File: src/rtl/vga_timing_pkg.sv
// vga_timing_pkg
// Default 640x480@60 timing constants, PMOD bit positions and the helper
// that packs syncs and colour into the VGA PMOD byte.
package vga_timing_pkg;

  localparam int DEF_H_ACTIVE = 640;
  localparam int DEF_H_FP     = 16;
  localparam int DEF_H_SYNC   = 96;
  localparam int DEF_H_BP     = 48;
  localparam int DEF_H_TOTAL  = DEF_H_ACTIVE + DEF_H_FP + DEF_H_SYNC + DEF_H_BP;

  localparam int DEF_V_ACTIVE = 480;
  localparam int DEF_V_FP     = 10;
  localparam int DEF_V_SYNC   = 2;
  localparam int DEF_V_BP     = 33;
  localparam int DEF_V_TOTAL  = DEF_V_ACTIVE + DEF_V_FP + DEF_V_SYNC + DEF_V_BP;

  // PMOD byte: {hsync, b0, g0, r0, vsync, b1, g1, r1}
  localparam int PMOD_HSYNC = 7;
  localparam int PMOD_B0    = 6;
  localparam int PMOD_G0    = 5;
  localparam int PMOD_R0    = 4;
  localparam int PMOD_VSYNC = 3;
  localparam int PMOD_B1    = 2;
  localparam int PMOD_G1    = 1;
  localparam int PMOD_R1    = 0;

  // rgb is {r[1:0], g[1:0], b[1:0]}
  function automatic logic [7:0] pmod_pack(input logic hs, input logic vs,
                                           input logic [5:0] rgb);
    logic [7:0] b;
    b             = '0;
    b[PMOD_HSYNC] = hs;
    b[PMOD_VSYNC] = vs;
    b[PMOD_R1]    = rgb[5];
    b[PMOD_R0]    = rgb[4];
    b[PMOD_G1]    = rgb[3];
    b[PMOD_G0]    = rgb[2];
    b[PMOD_B1]    = rgb[1];
    b[PMOD_B0]    = rgb[0];
    return b;
  endfunction

endpackage

File: src/rtl/vga_delay_line.sv
// vga_delay_line
// Enable-gated shift register of configurable width and depth; depth 0 is a
// plain wire.
// Ports: clk, sys_rst (sync, active high, loads RST_VAL into every stage),
//        en (shift), d (input word), q (word delayed by DEPTH enabled steps).
module vga_delay_line #(
  parameter int             W       = 3,
  parameter int             DEPTH   = 0,
  parameter logic [W-1:0]   RST_VAL = '0
) (
  input  logic         clk,
  input  logic         sys_rst,
  input  logic         en,
  input  logic [W-1:0] d,
  output logic [W-1:0] q
);

  if (DEPTH == 0) begin : g_wire
    logic unused_ctrl;
    assign unused_ctrl = ^{clk, sys_rst, en};
    assign q = d;
  end else begin : g_shift
    logic [W-1:0] stage [DEPTH];

    always_ff @(posedge clk) begin
      if (sys_rst) begin
        for (int i = 0; i < DEPTH; i++) stage[i] <= RST_VAL;
      end else if (en) begin
        stage[0] <= d;
        for (int i = 1; i < DEPTH; i++) stage[i] <= stage[i-1];
      end
    end

    assign q = stage[DEPTH-1];
  end

endmodule

File: src/rtl/vga_timing_gen.sv
// vga_timing_gen
// Parametrised VGA timing generator with renderer-latency compensation and
// PMOD output register. Everything advances only on pix_ce steps.
// Ports: clk, sys_rst (sync, active high), pix_ce (pixel enable),
//        rgb_in (renderer colour, RGB_LAT steps after its coordinate),
//        haddr/vaddr (current coordinate), display_on (undelayed active area),
//        line_start/frame_start (one-clk strobes), frame_cnt (completed frames),
//        VGA_rgb (registered PMOD byte).
module vga_timing_gen
  import vga_timing_pkg::*;
#(
  parameter int H_ACTIVE  = DEF_H_ACTIVE,
  parameter int H_FP      = DEF_H_FP,
  parameter int H_SYNC    = DEF_H_SYNC,
  parameter int H_BP      = DEF_H_BP,
  parameter int V_ACTIVE  = DEF_V_ACTIVE,
  parameter int V_FP      = DEF_V_FP,
  parameter int V_SYNC    = DEF_V_SYNC,
  parameter int V_BP      = DEF_V_BP,
  parameter bit HSYNC_POL = 1'b0,
  parameter bit VSYNC_POL = 1'b0,
  parameter int ADDR_W    = 10,
  parameter int RGB_LAT   = 0,
  parameter int FRAME_W   = 8
) (
  input  logic               clk,
  input  logic               sys_rst,
  input  logic               pix_ce,
  input  logic [5:0]         rgb_in,
  output logic [ADDR_W-1:0]  haddr,
  output logic [ADDR_W-1:0]  vaddr,
  output logic               display_on,
  output logic               line_start,
  output logic               frame_start,
  output logic [FRAME_W-1:0] frame_cnt,
  output logic [7:0]         VGA_rgb
);

  localparam int H_TOTAL = H_ACTIVE + H_FP + H_SYNC + H_BP;
  localparam int V_TOTAL = V_ACTIVE + V_FP + V_SYNC + V_BP;

  localparam logic [ADDR_W-1:0] H_LAST = ADDR_W'(H_TOTAL - 1);
  localparam logic [ADDR_W-1:0] V_LAST = ADDR_W'(V_TOTAL - 1);

  // Compares run one bit wider so a boundary equal to 2^ADDR_W still fits.
  localparam logic [ADDR_W:0] H_ACT_W  = (ADDR_W+1)'(H_ACTIVE);
  localparam logic [ADDR_W:0] V_ACT_W  = (ADDR_W+1)'(V_ACTIVE);
  localparam logic [ADDR_W:0] HS_START = (ADDR_W+1)'(H_ACTIVE + H_FP);
  localparam logic [ADDR_W:0] HS_END   = (ADDR_W+1)'(H_ACTIVE + H_FP + H_SYNC);
  localparam logic [ADDR_W:0] VS_START = (ADDR_W+1)'(V_ACTIVE + V_FP);
  localparam logic [ADDR_W:0] VS_END   = (ADDR_W+1)'(V_ACTIVE + V_FP + V_SYNC);

  localparam logic [7:0] VGA_IDLE = pmod_pack(~HSYNC_POL, ~VSYNC_POL, 6'h00);

  logic [ADDR_W:0] h_w, v_w;
  logic            hsync, vsync;
  logic            hs_d, vs_d, de_d;
  logic [5:0]      colour;

  always_ff @(posedge clk) begin
    if (sys_rst) begin
      haddr     <= '0;
      vaddr     <= '0;
      frame_cnt <= '0;
    end else if (pix_ce) begin
      if (haddr == H_LAST) begin
        haddr <= '0;
        if (vaddr == V_LAST) begin
          vaddr     <= '0;
          frame_cnt <= frame_cnt + FRAME_W'(1);
        end else begin
          vaddr <= vaddr + ADDR_W'(1);
        end
      end else begin
        haddr <= haddr + ADDR_W'(1);
      end
    end
  end

  assign h_w = {1'b0, haddr};
  assign v_w = {1'b0, vaddr};

  assign display_on  = (h_w < H_ACT_W) && (v_w < V_ACT_W);
  assign hsync       = ((h_w >= HS_START) && (h_w < HS_END)) ? HSYNC_POL : ~HSYNC_POL;
  assign vsync       = ((v_w >= VS_START) && (v_w < VS_END)) ? VSYNC_POL : ~VSYNC_POL;
  assign line_start  = pix_ce && (haddr == '0);
  assign frame_start = pix_ce && (haddr == '0) && (vaddr == '0);

  // Resets to inactive syncs and blanked display so nothing stale leaks out
  // while the renderer pipeline refills.
  vga_delay_line #(
    .W       (3),
    .DEPTH   (RGB_LAT),
    .RST_VAL ({~HSYNC_POL, ~VSYNC_POL, 1'b0})
  ) u_sync_dly (
    .clk     (clk),
    .sys_rst (sys_rst),
    .en      (pix_ce),
    .d       ({hsync, vsync, display_on}),
    .q       ({hs_d, vs_d, de_d})
  );

  assign colour = de_d ? rgb_in : 6'h00;

  always_ff @(posedge clk) begin
    if (sys_rst) begin
      VGA_rgb <= VGA_IDLE;
    end else if (pix_ce) begin
      VGA_rgb <= pmod_pack(hs_d, vs_d, colour);
    end
  end

endmodule

File: config.mk
export PLATFORM = sky130hd
export DESIGN_NAME = vga_timing_gen
export DESIGN_NICKNAME = d
export VERILOG_FILES = /design/src/rtl/vga_timing_pkg.sv /design/src/rtl/vga_delay_line.sv /design/src/rtl/vga_timing_gen.sv
export SDC_FILE = /design/constraint.sdc
export NUM_CORES = 1
export LEC_CHECK = 0
export ABC_CLOCK_PERIOD_IN_PS = 3000
export CAP_MARGIN = 5
export CORE_UTILIZATION = 29
export CTS_BUF_LIST = sky130_fd_sc_hd__clkbuf_4
export CTS_CLUSTER_SIZE = 8
export DETAILED_ROUTE_END_ITERATION = 10
export SYNTH_ARGS = -nofsm -noshare
export SYNTH_HDL_FRONTEND = slang
export SYNTH_SLANG_ARGS = --single-unit
export TNS_END_PERCENT = 100
File: constraint.sdc
create_clock -name clk -period 3 [get_ports clk]
set_input_delay 0.3 -clock clk [delete_from_list [all_inputs] [get_ports clk]]
set_output_delay 0.3 -clock clk [all_outputs]
set_load 0.005 [all_outputs]
After elaboration in Yosys (flattened, before gate mapping)

Cells that the tools add are included.

Register bits after elaboration: 36
Input port bits: 9
Logic and storage cells: 29

$add $sub $neg: 3
Order comparisons: 6
Equality and inequality tests: 2
Multiplexer cells: 5
Reductions and logical operators: 9

Operator list:

| operator                                                                       | number |
|---|---|
| 10-bit by 1-bit adder with 10-bit output (second input constant)               | 2 |
| 10-bit equality test (second input constant)                                   | 2 |
| 10-bit zero test                                                               | 2 |
| 10-bit less-than comparator (second input constant)                            | 2 |
| 10-bit by 9-bit less-than comparator with 1-bit output (second input constant) | 2 |
| 10-bit two-way mux                                                             | 2 |
| 10-bit >= comparator (second input constant)                                   | 1 |
| 10-bit by 9-bit >= comparator with 1-bit output (second input constant)        | 1 |
| 8-bit by 1-bit adder with 8-bit output (second input constant)                 | 1 |
| 6-bit two-way mux                                                              | 1 |
| 1-bit logical AND                                                              | 5 |
| 3-bit AND reduction                                                            | 1 |
| 1-bit two-way mux                                                              | 2 |
| 2-bit AND reduction                                                            | 1 |

Logic depth before layout (Yosys ltp)

Gate-level depths: netlist of run 1.

Depth after elaboration: 3
Mapped depth: 7
Mapped depth without buffers: 6

Cells and area by module

Synthesis of run 1 repeated with hierarchy kept, for this count alone.

Cell total of the unflattened synthesis: 222
Area, all modules: 1838.0 sq um

Modules (own cells, without submodules):

| module         | times used | cells each | area an instance (sq um) | sequential area each (sq um) |
|---|---|---|---|---|
| vga_timing_gen | 1          | 219        | 1815.5                   | 720.7 |
| vga_delay_line | 1          | 3          | 22.5                     | 0.0 |

Least setup slack after synthesis of run 1

OpenSTA, ideal clock, no wires.

Kind: register -> register
From: register haddr[5]
To: register frame_cnt[5]
Arrival: 1962 ps
Required time: 2929 ps
Path slack: 967 ps
Cell stages (with the launch flop): 7
Period minus slack after synthesis: 2033 ps
Cell sequence: dfxtp_1 or2_1 buf_6 or4_4 buf_6 or4_1 a21oi_1

Word-level cells in the longest chain between the ends: 2

RTL lines:

| item                                 | RTL line             | RTL |
|---|---|---|
| start: declaration                   | vga_timing_gen.sv:30 | `output logic [ADDR_W-1:0] haddr,` |
| start signal: assignment             | vga_timing_gen.sv:75 | `haddr <= haddr + ADDR_W'(1);` |
| 10-bit equality test                 | vga_timing_gen.sv:66 | `if (haddr == H_LAST) begin` |
| 3-bit AND reduction (no source line) | -                    |  |
| end signal: assignment               | vga_timing_gen.sv:70 | `frame_cnt <= frame_cnt + FRAME_W'(1);` |
| end: declaration                     | vga_timing_gen.sv:35 | `output logic [FRAME_W-1:0] frame_cnt,` |

No other way between the ends.
A chain may end at the register's enable or synchronous reset.

Final worst setup path of run 1

From: register vaddr[4]
To: output frame_start

Word-level cells in the longest chain between the ends: 2

RTL lines:

| item                     | RTL line             | RTL |
|---|---|---|
| start: declaration       | vga_timing_gen.sv:31 | `output logic [ADDR_W-1:0] vaddr,` |
| start signal: assignment | vga_timing_gen.sv:72 | `vaddr <= vaddr + ADDR_W'(1);` |
| 10-bit zero test         | vga_timing_gen.sv:87 | `assign frame_start = pix_ce && (haddr == '0) && (vaddr == '0);` |
| 1-bit logical AND        | vga_timing_gen.sv:87 |  |
| end: declaration         | vga_timing_gen.sv:34 | `output logic frame_start,` |

No other way between the ends.

==> flow_summary_export.csv, run 1 <==
group,metric,value,unit
die,ios,48,
routing,drt_iter0_markers,86,
timing,setup_tns,0,ns
worst_setup_path,critPathKind,"reg -> out",
cts,cts_hold_buffers,0,
yosys,synth_nets,216,
pwr,total_power,0.000804,W
pwr,p_leak,0.765,nW
finish,nNetsFinal,262,
cts,cts_max_path_buffers,2,
placed_design,gp_congestion,0.730,
worst_setup_path,cp-end-kind,"output pin",
worst_setup_path,critPathRequiredTime,2.70,ns
timing,finalHoldViolCount,0,
yosys,synthesis.area,1750,um^2
cts,cts.clk_slew.worst_paths,0.10,ns
worst_setup_path,cp-start-kind,"flip-flop",
worst_setup_path,cp.arrival,2.09,ns
worst_setup_path,critPathMaxFanout,6,
timing,layout_setup_ws,0.612,ns
finish,n_fill_cell,562,
routing,firstDrtPassIters,4,
timing,post-route-min-period,2.39,ns
yosys,yosys_warnings,0,
cts,clock_sinks,36,
finish,diodes,0,
die,core.rowCount,27,
cts,h-tree-depth,2,
outcome,status,"completed",
yosys,synth_cell_types,33,
grt,grt_usage,14.2,%
routing,wl_per_cell,12.9,um
routing,drc,0,
grt,grt_pass1_wl,6980,um
placed_design,hpwl,2930,um
cts,clk_root_buffer_cell,"clkbuf_4",
cts,clk_latency,0.33,ns
timing,worst_slew_pin_slew,0.586,ns
die,die_w,79.6,um
timing,setup_violations,0,
timing,min_period_over_period,79.6,%
routing,wirelength,4120,um
grt,grt_pass1_vias,1460,
routing,postRouteAntennaNets,0,
timing,drv_slew,0,
timing,finClkSkew,0.00703,ns
grt,antenna_found_initial,0,
run,cap_violations,0,
yosys,synth-seq-cells,36,
cts,post_cts_resized,0,
placed_design,port_buffers,47,
placed_design,dp_cells,313,
die,core,5640,um^2
finish,instances_no_fill,320,
routing,vias,1617,
timing,fmax,419,MHz
cts,cts_buffers,5,
timing,grt_setup_unrepaired,"false",
worst_hold_path,hold_class,"reg -> reg",
cts,tritoncts,"yes",
yosys,yosysSeqAreaShare,41.3,%
finish,drive_gt1_share,6.05,%
pwr,ir_drop,0.000121,V
yosys,avgSynthCellArea,8.65,um^2
cts,post_cts_buffers,0,
finish,area_delta_synth_final,33.0,%
grt,grt_overflow,0,
yosys,synth_cells,202,
timing,slew_headroom,60.6,%
routing,vias_per_cell,5.05,
placed_design,dp_slack,0.693,ns
die,initial_core_util,31.0,%
grt,grt_max_degree,22,
die,die_y,79.6,um
die,die_area,6340,um^2
pwr,cellPowerDensity,346,nW/um^2
worst max-delay path: stages, from the launching register on:
cell and delay, ns:
dfxtp_1 0.38, nor4_1 0.57, and4_1 0.31, clkdlybuf4s50_1 0.51
final cells by class:
class / instances / area [um^2] / share of cell area, %
Tap cell: 72 / 90.1 / 3.88
Inverter: 6 / 22.5 / 0.969
Clock buffer: 6 / 45.0 / 1.94
Timing Repair Buffer: 50 / 493 / 21.2
Multi-Input combinational cell: 149 / 947 / 40.8
Sequential cell: 36 / 721 / 31.0
Clock inverter: 1 / 5.00 / 0.215
stage by stage:
step | utilization, % | hold slack [ns] | area (um^2)
global placement | 40.3 | 0.460 | 2270
CTS | 41.2 | 0.479 | 2320
finish | 41.2 | 0.476 | 2320
detailed placement | 40.3 | 0.462 | 2270
global route | 41.2 | 0.503 | 2320
floorplan | - | 0.407 | 1750
per-layer routing:
metal	global-route usage (%)	share of wire [%]	vias up
li1	-	-	826
met1	18.3	48	743
met2	22.0	45	41
met3	3.31	5.0	7
met4	7.27	1.8	0
met5	0	0	-
cells in the final DEF (no fill, tap or decap), drive strengths merged:
cell type       n
and3            1
nand3          15
nand4           5
o31ai           8
or3             3
nor3            4
and3b           2
or4             9
xor2            5
clkinv          1
nand3b          1
nand4b          1
nor4b           1
ha              5
and2            1
nor2           18
nor4            9
inv             6
xnor2           7
clkbuf          6
buf             3
or2             4
nand2           7
nand2b          6
dfxtp          36
and4            5
a31oi           1
clkdlybuf4s50  47
o21ai           5
a21o            1
nor2b           1
a21oi          20
mux2i           4
cells by family after synthesis:
kind of cell | synth area share, %
buffers and inverters | 4.51
AO/OA/AOI/OAI | 11.4
AND/OR/NAND/NOR | 30.9
multiplexers | 2.29
flip-flops | 41.3
XOR/XNOR | 6.02
adder cells (fa/ha/maj) | 3.58
worst paths after layout:
path                    from     endpoint  slack, ns  depth (start not counted)
hold reg to reg   VGA_rgb[5]   VGA_rgb[5]       0.48                          2
hold / removal    VGA_rgb[5]   VGA_rgb[5]       0.48                          2
setup reg to reg    haddr[8]     vaddr[9]       0.84                          4
setup / recovery    vaddr[4]  frame_start       0.61                          3
state kept, by name (all words and copies together) (netlist names):
name       cells
VGA_rgb        8
frame_cnt      8
haddr         10
vaddr         10
synthesized netlist by cell type (all sizes together):
library cell / count / share of area (%)
dfxtp: 36 / 41
or2: 4 / 1.4
nor4: 9 / 3.2
and4: 5 / 2.5
or3: 3 / 1.1
clkbuf: 9 / 1.9
nand2: 7 / 1.5
nand4: 5 / 1.8
a21o: 1 / 0.43
and3b: 2 / 1.0
o21ai: 5 / 1.4
a31oi: 1 / 0.36
inv: 6 / 1.3
xnor2: 7 / 3.5
nand4b: 1 / 0.86
ha: 5 / 3.6
o31ai: 8 / 3.4
mux2i: 4 / 2.3
or4: 9 / 4.1
and2: 1 / 0.36
nor4b: 1 / 0.50
a21oi: 20 / 5.7
xor2: 5 / 2.5
nand3: 15 / 4.3
nand2b: 6 / 2.1
nor2: 18 / 3.9
nor3: 4 / 1.1
nand3b: 1 / 0.43
nor2b: 1 / 0.36
buf: 2 / 1.3
and3: 1 / 0.36
power breakdown:
group	switching [W]	internal [W]
clock network	0.000152	0.0000954
registers	0.00000592	0.000485
logic	0.0000270	0.0000393
Note: power is estimated with default switching activity, not from simulation.
==> inputs of run 2 (changes only) <==
- ABC_CLOCK_PERIOD_IN_PS: 3000 -> 2200
- clock period: 3 -> 2.2 ns (I/O delays scaled with it)
==> flow_summary_export.csv, run 2 (synthesized netlist as in run 1, its figures left out) <==
group,metric,value,unit
outcome,status,"completed",
pwr,ir_drop,0.000155,V
pwr,swShare,24.5,%
pwr,p_leak,0.855,nW
grt,met2_usage,24.0,%
timing,drv_slew,0,
worst_setup_path,max_stage_delay,0.52,ns
cts,tritoncts,"yes",
die,core,5640,um^2
placed_design,gp_congestion,0.750,
timing,setup_tns,0,ns
placed_design,port_buffers,47,
cts,cts_buffers,5,
timing,hold_ws,0.443,ns
finish,final_cell_mix,"clkdlybuf4s50_1 (45), dfxtp_1 (30), buf_4 (21)",
pwr,switchingPower,0.000272,W
grt,grt_pass1_vias,1633,
routing,drc,0,
finish,n_fill_cell,555,
pwr,cellPowerDensity,451,nW/um^2
finish,layout_commonest_cell,"clkdlybuf4s50_1",
grt,met1_usage,18.6,%
grt,antenna_found_initial,0,
timing,setup_violations,0,
worst_setup_path,cp-start-kind,"flip-flop",
timing,fmax,490,MHz
finish,nNetsFinal,279,
routing,vias_per_cell,5.05,
run,cap_violations,0,
grt,grt_pass1_wl,7470,um
die,die_w,79.6,um
die,die_y,79.6,um
grt,grt_max_degree,19,
worst_setup_path,cp.arrival,1.82,ns
worst_setup_path,critPathKind,"reg -> out",
finish,drive_gt1_share,15.5,%
timing,worst_slew_pin_slew,0.338,ns
placed_design,hpwl,3040,um
routing,wirelength,4330,um
finish,regArea,728,um^2
pwr,power.internal,0.000839,W
timing,finalHoldViolCount,0,
pwr,pwr-share-comb,9.6,%
cts,cts_hold_buffers,0,
routing,postRouteAntennaNets,0,
worst_setup_path,crit_family,"buffers and inverters",
timing,grt_setup_unrepaired,"false",
cts,h-tree-depth,2,
finish,area_delta_synth_final,41.1,%
worst_setup_path,crit_chain,"buf_4 -> o21ai_0 -> and3b_2 -> clkdlybuf4s50_1",
cts,clock_sinks,36,
cts,clk_latency,0.35,ns
die,initial_core_util,31.0,%
worst_setup_path,cp_num_buf_inv,2,
routing,wl_per_cell,12.9,um
routing,vias,1703,
worst_hold_path,hold_class,"in -> reg",
timing,post-route-min-period,2.04,ns
timing,min_period_over_period,92.7,%
die,ios,48,
cts,clk_root_buffer_cell,"clkbuf_4",
worst_setup_path,cp-end-kind,"output pin",
grt,top_usage_layer,"met2",
finish,diodes,0,
grt,grt_usage,15.0,%
routing,drt_iter0_markers,77,
die,die_area,6340,um^2
grt,grt_use_met3,4.91,%
pwr,clkPwrFrac,30.3,%
die,core.rowCount,27,
routing,firstDrtPassIters,4,
grt,grt_overflow,0,
timing,finClkSkew,0.00671,ns
worst_setup_path,cp_slowest_cell,"clkdlybuf4s50_1",
cts,cts.clk_slew.worst_paths,0.11,ns
finish,top_regs,"haddr: 10 flops, vaddr: 10 flops",
pwr,seq_power_share,60.1,%
cts,cts_max_path_buffers,2,
finish,multi_input_area,962,um^2
timing,slew_headroom,77.2,%
worst_setup_path,critPathRequiredTime,1.98,ns
worst_setup_path,critPathMaxFanout,7,
## run 2: power by group through the flow
| stage | combinational (W) | clock [W] | sequential [W] |
|---|---|---|---|
| 2_1_floorplan | 0.0000361 | 0 | 0.000684 |
| 3_3_place_gp | 0.000105 | 0 | 0.000681 |
| 3_5_place_dp | 0.000105 | 0 | 0.000682 |
| 4_1_cts | 0.000107 | 0.000348 | 0.000667 |
| 5_1_grt | 0.000120 | 0.000377 | 0.000669 |
| 6_report | 0.000107 | 0.000337 | 0.000667 |
## run 2: final timing paths
check,startpoint,to,slack (ns),cells past startpoint
setup / recovery,haddr[8],display_on,0.16,4
hold / removal,rgb_in[0],VGA_rgb[6],0.44,3
setup reg to reg,haddr[5],vaddr[7],0.17,4
hold reg to reg,VGA_rgb[5],VGA_rgb[5],0.48,2
## run 2: metrics by stage
step / power [W] / cell area, um^2 / cells / util, % / setup slack, ns
2_1_floorplan: 0.000721 / 1750 / 202 / - / 0.167
3_3_place_gp: 0.000786 / 2390 / 329 / 42.4 / 0.00836
3_5_place_dp: 0.000786 / 2390 / 329 / 42.4 / -0.0351
4_1_cts: 0.00112 / 2450 / 337 / 43.5 / 0.0131
5_1_grt: 0.00117 / 2460 / 337 / 43.7 / 0.0171
6_report: 0.00111 / 2460 / 337 / 43.7 / 0.160
## run 2: tightest hold or removal path: stages
cell             delay, ns
clkdlybuf4s50_1       0.40
nand3_1               0.08
a21oi_1               0.05
## run 2: per-layer routing
layer	wire [um]	up-vias	part of all wire, %
li1	-	863	-
met1	2040	786	47
met2	1960	48	45
met3	273	6	6.3
met4	61	0	1.4
met5	0	-	0
## run 2: what timing repair did
| action | in CTS | in global routing |
|---|---|---|
| buffers inserted | 1 | 0 |
| pin swaps | 2 | 0 |
| endpoints found under the setup margin | 1 | 2 |
| gates resized for setup | 5 | 7 |
## run 2: area by class of cell
| class | instances | area share, % |
|---|---|---|
| Clock buffer | 5 | 1.52 |
| Clock inverter | 2 | 0.305 |
| Inverter | 6 | 0.914 |
| Multi-Input combinational cell | 149 | 39.0 |
| Sequential cell | 36 | 29.5 |
| Tap cell | 72 | 3.65 |
| Timing Repair Buffer | 67 | 25.0 |
==> inputs of run 3 (changes only) <==
- CORE_ASPECT_RATIO: unset -> 1.75
- CORE_UTILIZATION: 29 -> 45
- DONT_BUFFER_PORTS: unset -> 1
==> flow_summary_export.csv, run 3 (synthesized netlist as in run 1, its figures left out) <==
group,metric,value,unit
cts,clk_latency,0.33,ns
finish,n_fill_cell,359,
timing,layout_setup_ws,0.136,ns
worst_setup_path,critPathMaxFanout,21,
routing,postRouteAntennaNets,0,
pwr,ir_drop,0.000469,V
finish,top_regs,"haddr: 10 flops, vaddr: 10 flops",
timing,setup_violations,0,
timing,fmax,485,MHz
cts,h-tree-depth,2,
worst_setup_path,critPathLaunch,"haddr[5]",
grt,grt_max_degree,23,
worst_setup_path,critPathKind,"reg -> reg",
routing,drc,0,
worst_setup_path,cp.arrival,2.32,ns
die,core.rowCount,29,
timing,min_period_over_period,93.8,%
cts,post_cts_resized,0,
die,core,3660,um^2
die,ios,48,
timing,grt_setup_unrepaired,"false",
routing,met3_length,260,um
timing,worst_slew_pin_slew,0.815,ns
run,cap_violations,0,
placed_design,gp_congestion,0.870,
grt,antenna_found_initial,0,
grt,grt_pass1_wl,6890,um
pwr,cellPowerDensity,556,nW/um^2
finish,nNetsFinal,226,
finish,diodes,0,
timing,finalHoldViolCount,0,
worst_hold_path,hold_class,"in -> reg",
timing,slew_headroom,45.5,%
routing,wl_per_cell,15.8,um
timing,drv_slew,0,
routing,firstDrtPassIters,4,
worst_setup_path,cp-end-kind,"flip-flop",
pwr,p_leak,0.653,nW
finish,final_cell_mix,"dfxtp_1 (36), a21oi_1 (20), nor2_1 (18)",
routing,drt_iter0_markers,19,
routing,wl_met2,2110,um
worst_setup_path,critPathRequiredTime,2.45,ns
grt,grt_usage,21.1,%
die,die_w,49.1,um
placed_design,dp_slack,0.170,ns
finish,area_delta_synth_final,9.10,%
cts,cts_max_path_buffers,2,
routing,highest_layer,"met4",
cts,cts_buffers,5,
timing,hold_ws,0.0358,ns
routing,drt-met1-wl,1670,um
worst_setup_path,rrSetupSlack,0.14,ns
grt,grt_overflow,0,
cts,clk_root_buffer_cell,"clkbuf_4",
cts,post_cts_buffers,0,
routing,wirelength,4090,um
placed_design,port_buffers,0,
worst_setup_path,r2r-start,"haddr[5]",
cts,tritoncts,"yes",
die,die_y,84.4,um
cts,cts.clk_slew.worst_paths,0.11,ns
finish,drive_gt1_share,11.8,%
timing,finClkSkew,0.0109,ns
finish,final_core_util,52.0,%
die,initial_core_util,47.7,%
timing,post-route-min-period,2.06,ns
cts,cts_hold_buffers,1,
timing,setup_tns,0,ns
grt,grt_pass1_vias,1528,
cts,clock_sinks,36,
worst_hold_path,hold_path_startpoint,"pix_ce",
finish,layout_commonest_cell,"dfxtp_1",
outcome,status,"completed",
placed_design,hpwl,2940,um
routing,vias_per_cell,6.03,
routing,vias,1557,
worst_setup_path,cp-start-kind,"flip-flop",
die,die_area,4140,um^2
[run 3: report_power, final]
group	total [W]	internal [W]	switching, W
Combinational	0.0000523	0.0000226	0.0000298
Sequential	0.000668	0.000661	0.00000704
Clock	0.000338	0.000130	0.000208
[run 3: per-layer routing]
layer,global-route usage [%],up-vias
li1,-,750
met1,21.9,746
met2,37.9,57
met3,7.25,4
met4,7.75,0
met5,0,-
[run 3: path summary, 6_finish.rpt]
| check | end | depth (start not counted) |
|---|---|---|
| max | vaddr[7] | 4 |
| min | VGA_rgb[0] | 2 |
| max reg2reg | vaddr[7] | 4 |
| min reg2reg | VGA_rgb[5] | 2 |
[run 3: area by class of cell]
cell class / instances / area, um^2 / share of cell area, %
multi-input combinational: 149 / 947 / 49.7
sequential: 36 / 721 / 37.8
timing repair buffer: 14 / 108 / 5.65
tap: 46 / 57.6 / 3.02
clock buffer: 6 / 45.0 / 2.36
inverter: 6 / 22.5 / 1.18
clock inverter: 1 / 5.00 / 0.263
[run 3: worst max-delay path, stage by stage, from the launching register on]
cell	delay, ns
dfxtp_1	0.40
or2_1	0.27
or4_4	0.66
or4_1	0.50
a21oi_1	0.16
[run 3: stage by stage]
stage,area (um^2),power [W],cells
finish,1910,0.00106,258
global route,1910,0.00111,258
CTS,1910,0.00107,258
detailed placement,1850,0.000728,250
global placement,1850,0.000726,250
floorplan,1750,0.000721,202
